--- config.mk ---
export PLATFORM = sky130hd
export DESIGN_NAME = imem_loader
export DESIGN_NICKNAME = d
export VERILOG_FILES = /design/src/rtl/imem_loader.sv
export SDC_FILE = /design/constraint.sdc
export NUM_CORES = 1
export LEC_CHECK = 0
export ABC_AREA = 0
export BUFFER_PORTS_ARGS = -buffer_cell sky130_fd_sc_hd__buf_2
export CAP_MARGIN = 20
export CORE_MARGIN = 2
export CORE_UTILIZATION = 58
export DETAILED_ROUTE_END_ITERATION = 10
export PLACE_DENSITY_LB_ADDON = 0.15
export SLEW_MARGIN = 20
export SYNTH_ARGS = -nofsm -noshare
export SYNTH_HDL_FRONTEND = slang
export SYNTH_SLANG_ARGS = --single-unit
--- constraint.sdc ---
create_clock -name clk -period 6.71 [get_ports clk]
set_clock_uncertainty 0.2 [all_clocks]
set_input_delay 1.0065 -clock clk [delete_from_list [all_inputs] [get_ports clk]]
set_output_delay 1.0065 -clock clk [all_outputs]
set_load 0.02 [all_outputs]
--- src/rtl/imem_loader.sv ---
// imem_loader: boot-time program loader in front of the instruction ROM write port.
//
// Accepts a byte stream over a valid/ready handshake. The stream format is:
//   - a 16-bit little-endian word count N;
//   - N little-endian 32-bit words;
//   - a trailing XOR checksum of all payload bytes.
// Each word is written to consecutive ROM addresses starting at 0. The CPU is held in
// reset until a load completes with a matching checksum.
//
// Ports:
//   clk         system clock, all state on posedge
//   reset_n     synchronous active-low reset
//   start       one-cycle pulse, begins a load from IDLE, DONE or ERR
//   byte_in     stream byte
//   byte_valid  byte_in valid
//   byte_ready  loader accepts byte_in this cycle
//   mem_wEn     ROM write enable (single-cycle pulse per word)
//   mem_addr    ROM word address
//   mem_dataIn  ROM write data
//   busy        load in progress
//   done        sticky, last load succeeded
//   error       sticky, last load failed
//   cpu_hold    holds the CPU in reset
module imem_loader #(
  parameter int unsigned DATA_WIDTH    = 32,
  parameter int unsigned ADDRESS_WIDTH = 12,
  parameter int unsigned DEPTH         = 4096
) (
  input  logic                     clk,
  input  logic                     reset_n,
  input  logic                     start,
  input  logic [7:0]               byte_in,
  input  logic                     byte_valid,
  output logic                     byte_ready,
  output logic                     mem_wEn,
  output logic [ADDRESS_WIDTH-1:0] mem_addr,
  output logic [DATA_WIDTH-1:0]    mem_dataIn,
  output logic                     busy,
  output logic                     done,
  output logic                     error,
  output logic                     cpu_hold
);

  typedef enum logic [2:0] {
    StIdle,
    StLen0,
    StLen1,
    StData,
    StWrite,
    StCheck,
    StDone,
    StErr
  } state_e;

  state_e state_q, state_d;

  logic [15:0]              len_q, len_d;
  // One extra bit so the final increment can reach N == DEPTH without wrapping.
  logic [ADDRESS_WIDTH:0]   addr_q, addr_d;
  logic [7:0]               csum_q, csum_d;
  logic [1:0]               idx_q, idx_d;
  logic [23:0]              shift_q, shift_d;
  logic [DATA_WIDTH-1:0]    data_q, data_d;
  logic                     ready_q, ready_d;
  logic                     wen_q, wen_d;
  logic                     busy_q, busy_d;
  logic                     done_q, done_d;
  logic                     error_q, error_d;
  logic                     hold_q, hold_d;

  logic        xfer;
  logic [15:0] len_full;

  assign xfer     = byte_valid && ready_q;
  assign len_full = {byte_in, len_q[7:0]};

  always_comb begin
    state_d = state_q;
    len_d   = len_q;
    addr_d  = addr_q;
    csum_d  = csum_q;
    idx_d   = idx_q;
    shift_d = shift_q;
    data_d  = data_q;

    unique case (state_q)
      StIdle, StDone, StErr: begin
        if (start) begin
          csum_d  = '0;
          idx_d   = '0;
          addr_d  = '0;
          state_d = StLen0;
        end
      end
      StLen0: begin
        if (xfer) begin
          len_d   = {8'h00, byte_in};
          state_d = StLen1;
        end
      end
      StLen1: begin
        if (xfer) begin
          len_d = len_full;
          if (32'(len_full) > DEPTH) begin
            state_d = StErr;
          end else if (len_full == 16'd0) begin
            state_d = StCheck;
          end else begin
            state_d = StData;
          end
        end
      end
      StData: begin
        if (xfer) begin
          csum_d = csum_q ^ byte_in;
          idx_d  = idx_q + 2'd1;
          unique case (idx_q)
            2'd0: shift_d[7:0]   = byte_in;
            2'd1: shift_d[15:8]  = byte_in;
            2'd2: shift_d[23:16] = byte_in;
            2'd3: begin
              data_d  = {byte_in, shift_q};
              state_d = StWrite;
            end
            default: ;
          endcase
        end
      end
      StWrite: begin
        // The write itself happens this cycle; advance the address for the next word.
        addr_d = addr_q + 1'b1;
        if (32'(addr_q) + 32'd1 == 32'(len_q)) begin
          state_d = StCheck;
        end else begin
          state_d = StData;
        end
      end
      StCheck: begin
        if (xfer) begin
          state_d = (byte_in == csum_q) ? StDone : StErr;
        end
      end
      default: state_d = StIdle;
    endcase
  end

  // Status outputs are decoded from the next state and registered, so they always
  // describe the state the loader is in during the cycle they are visible.
  always_comb begin
    ready_d = (state_d == StLen0) || (state_d == StLen1) ||
              (state_d == StData) || (state_d == StCheck);
    wen_d   = (state_d == StWrite);
    busy_d  = !((state_d == StIdle) || (state_d == StDone) || (state_d == StErr));
    done_d  = (state_d == StDone);
    error_d = (state_d == StErr);
    hold_d  = (state_d != StDone);
  end

  always_ff @(posedge clk) begin
    if (!reset_n) begin
      state_q <= StIdle;
      len_q   <= '0;
      addr_q  <= '0;
      csum_q  <= '0;
      idx_q   <= '0;
      shift_q <= '0;
      data_q  <= '0;
      ready_q <= 1'b0;
      wen_q   <= 1'b0;
      busy_q  <= 1'b0;
      done_q  <= 1'b0;
      error_q <= 1'b0;
      hold_q  <= 1'b1;
    end else begin
      state_q <= state_d;
      len_q   <= len_d;
      addr_q  <= addr_d;
      csum_q  <= csum_d;
      idx_q   <= idx_d;
      shift_q <= shift_d;
      data_q  <= data_d;
      ready_q <= ready_d;
      wen_q   <= wen_d;
      busy_q  <= busy_d;
      done_q  <= done_d;
      error_q <= error_d;
      hold_q  <= hold_d;
    end
  end

  assign byte_ready = ready_q;
  assign mem_wEn    = wen_q;
  assign mem_addr   = addr_q[ADDRESS_WIDTH-1:0];
  assign mem_dataIn = data_q;
  assign busy       = busy_q;
  assign done       = done_q;
  assign error      = error_q;
  assign cpu_hold   = hold_q;

endmodule
==> summary.md <==
| Metric | Value |
|---|---|
| Status | finished clean |
| Syn. warnings | 0 |
| Syn_nets | 652 |
| Place WS | 3.32 ns |
| Cts hold-fix bufs | 0 |
| Routed WL | 11.2 mm |
| Fin nets | 666 |
| Slew HR | 36.7% |
| Register area share after synthesis | 41.3% |
| Max cap viols | 0 |
| Initial Util | 58.7% |
| Initial antenna violation count | 0 |
| Routability congestion estimate | 0.906 |
| Worst path required time | 6.80 ns |
| FILL cells | 745 |
| Worst path cell trace | nor2b_1 > nand2_1 > nor2_2 > buf_4 > and2_2 > nand2_1 > a21boi_0 |
| Post-synth EDFFs | 0 |
| HPWL after DPL | 7.40 mm |
| Die Wd | 97.3 microns |
| Die Y | 97.3 microns |
| Layout cells sized above 1 | 14.1% |
| Commonest non-fill, non-tap cell in the layout | nand2_1 |
| Setup tns final | 0 ns |
| Crit path max fanout | 38 |
| Final Hold Vio Count | 0 |
| R2R Setup Slk | 3.73 ns |
| FMAX | 335 MHz |
| Count of different cell masters after synthesis | 54 |
| Most used cell, CP | nand2_1 |
| Gate count after technology mapping | 635 |
| Post-synth top flop | dfxtp_1 |
| Synth-to-layout area growth | 7.67% |
| Clock power frac | 36.9% |
| Total die area | 9460 sq um |
| Number of synthesized register bits | 104 |
| Slowest stage cell, crit path | and2_2 |
| Seq pwr share | 57.0% |
| Crit end category | register |
| CTS H-tree depth | 3 |
| Final worst slack | 3.73 ns |
| Vias per std cell | 5.65 |
| Final ANT Viol Nets | 0 |
| Drt drc | 0 |
| Netlist Area Pre-Place | 5040 sq um |
| CTS tree | built |
| Data arrival, critical path | 3.07 ns |
| Total clock sinks | 104 |
| Core Region | 8590 sq um |
| Period utilization | 44.4% |
| Min-delay worst type | reg2reg |
| Slew @ Worst Pin | 0.943 ns |
| Worst stage delay on the critical path | 0.61 ns |
| Slew Viols, Final | 0 |
| Buf+Inv Stages, Crit Path | 1 |
| Startpoint types | register |
| Resized cells post-CTS | 0 |
| Clock Tree Root | clkbuf_8 |
| N_diodes | 0 |
| Most frequent cells in the layout | nand2_1, dfxtp_1, a21boi_0, buf_2, nand3_1 |
| WL per Instance | 14.7 microns |
| First-pass GRT wire length | 18.9 mm |
| Number of vias after detailed routing | 4297 |
| Largest net degree at the start of global routing | 102 |
| VDD IR max | 0.120 mV |
| # rows | 34 |
| Mapped Avg Cell Area | 7.94 sq um |
| Io pins | 62 |
| Crit path max-delay family | simple AND/OR/NAND/NOR gates |
| CTS Buffer Depth | 2 |
| Pre-antenna DRT Iters | 4 |
| Post-synthesis async set-or-reset flop share | 0% |
| RSZ-0062 raised after global routing | no |
| Worst-path clk slew | 0.11 ns |
| Fin crit period | 2.98 ns |
| Worst-Skew Late Latency | 0.37 ns |
| Comb power frac | 6.0% |
| Iter 0 DRT Violations | 152 |
| Internal power | 0.822 mW |
| GRT overflow | 0 |
| TritonCTS buffer count | 9 |
| Final Setup Violations | 0 |
| Switching Power | 0.276 mW |
| Post-CTS Repair Setup Buffers | 0 |
| Vias in the first global route | 4040 |
| PD cells | 202 nW/um^2 |
| Switching share of power | 25.1% |
| Total GRT Usage | 23.8% |
| # port buffers | 61 |
| Static leakage | 2.01 nW |
| CP Class | reg2reg |
Yosys cell counts (2+ instances only):
library cell | instances | area, sq um
buf_1 | 4 | 15.0
and3_1 | 4 | 25.0
nand2b_1 | 3 | 18.8
and2_1 | 12 | 75.1
o21ai_0 | 28 | 140
o211a_1 | 2 | 20.0
xor2_1 | 14 | 123
xnor2_1 | 9 | 78.8
a21oi_1 | 11 | 55.1
nor4_1 | 8 | 50.1
dfxtp_1 | 104 | 2080
nor3b_1 | 2 | 15.0
a31oi_1 | 4 | 25.0
inv_1 | 10 | 37.5
mux2i_1 | 2 | 20.0
nand3_1 | 53 | 265
nor2b_1 | 12 | 75.1
o21a_1 | 2 | 15.0
a21boi_0 | 74 | 556
nand4_1 | 8 | 50.1
clkbuf_1 | 39 | 146
buf_4 | 14 | 105
ha_1 | 5 | 62.6
nand2_1 | 142 | 533
nor2_1 | 21 | 78.8
buf_2 | 6 | 30.0
nor3_1 | 15 | 75.1
state kept, by name, indices dropped and copies added, names as in the netlist, 2 cells and up:
| register | flops |
|---|---|
| shift_q | 24 |
| state_q | 3 |
| addr_q | 13 |
| csum_q | 8 |
| len_q | 16 |
| idx_q | 2 |
| mem_dataIn | 32 |
worst register-to-register path: cells and delay by family, from the launching register on:
| family | cells | cell delay [ns] |
|---|---|---|
| simple gates | 5 | 1.62 |
| buf+inv | 1 | 0.34 |
| flops | 1 | 0.55 |
| compound gates | 1 | 0.18 |
kinds of logic after synthesis:
kind of cell | share of synthesized area (%)
AOI/OAI and AO/OA | 19.4
xor gates and xnor gates | 3.99
adders and majority gates | 1.24
buffers and inverters | 6.62
DFF | 41.3
muxes | 0.397
and+or+nand+nor | 27.1
cell type report:
| cell class | count | area, sq um | area share, % |
|---|---|---|---|
| Clock buffer | 9 | 124 | 2.28 |
| Clock inverter | 6 | 77.6 | 1.43 |
| Inverter | 10 | 37.5 | 0.691 |
| Multi-Input combinational cell | 458 | 2630 | 48.5 |
| Sequential cell | 104 | 2080 | 38.3 |
| Tap cell | 108 | 135 | 2.49 |
| Timing Repair Buffer | 66 | 343 | 6.31 |
per-layer routing:
metal	wire [microns]	GRT usage [%]
met3	410	4.24
met5	0	0
met2	5560	40.9
met4	192	8.12
met1	5030	30.3
power groups by stage:
stage | Combinational [mW] | Sequential [mW] | Clock, mW
after floorplan | 0.0482 | 0.640 | 0
after global placement | 0.0651 | 0.641 | 0
after detailed placement | 0.0657 | 0.641 | 0
after CTS | 0.0662 | 0.626 | 0.413
after global routing | 0.0731 | 0.628 | 0.435
final | 0.0662 | 0.627 | 0.405
worst paths after layout:
check                                 start  cells after the start             end
worst max register to register   state_q[1]                      7  mem_dataIn[13]
worst min-delay path            shift_q[22]                      2  mem_dataIn[22]
worst min register to register  shift_q[22]                      2  mem_dataIn[22]
worst max-delay path             state_q[1]                      7  mem_dataIn[13]
through the flow:
step                std cells  total power [mW]  area (sq um)  utilization, %  hold WS [ns]
finish                    761              1.10          5430            63.2         0.265
global route              761              1.14          5430            63.2         0.293
CTS                       761              1.11          5430            63.2         0.268
detailed placement        746             0.706          5230            60.8         0.257
global placement          746             0.706          5230            60.8         0.250
floorplan                 635             0.688          5040               -         0.241
(Power assumes the default switching activity.)
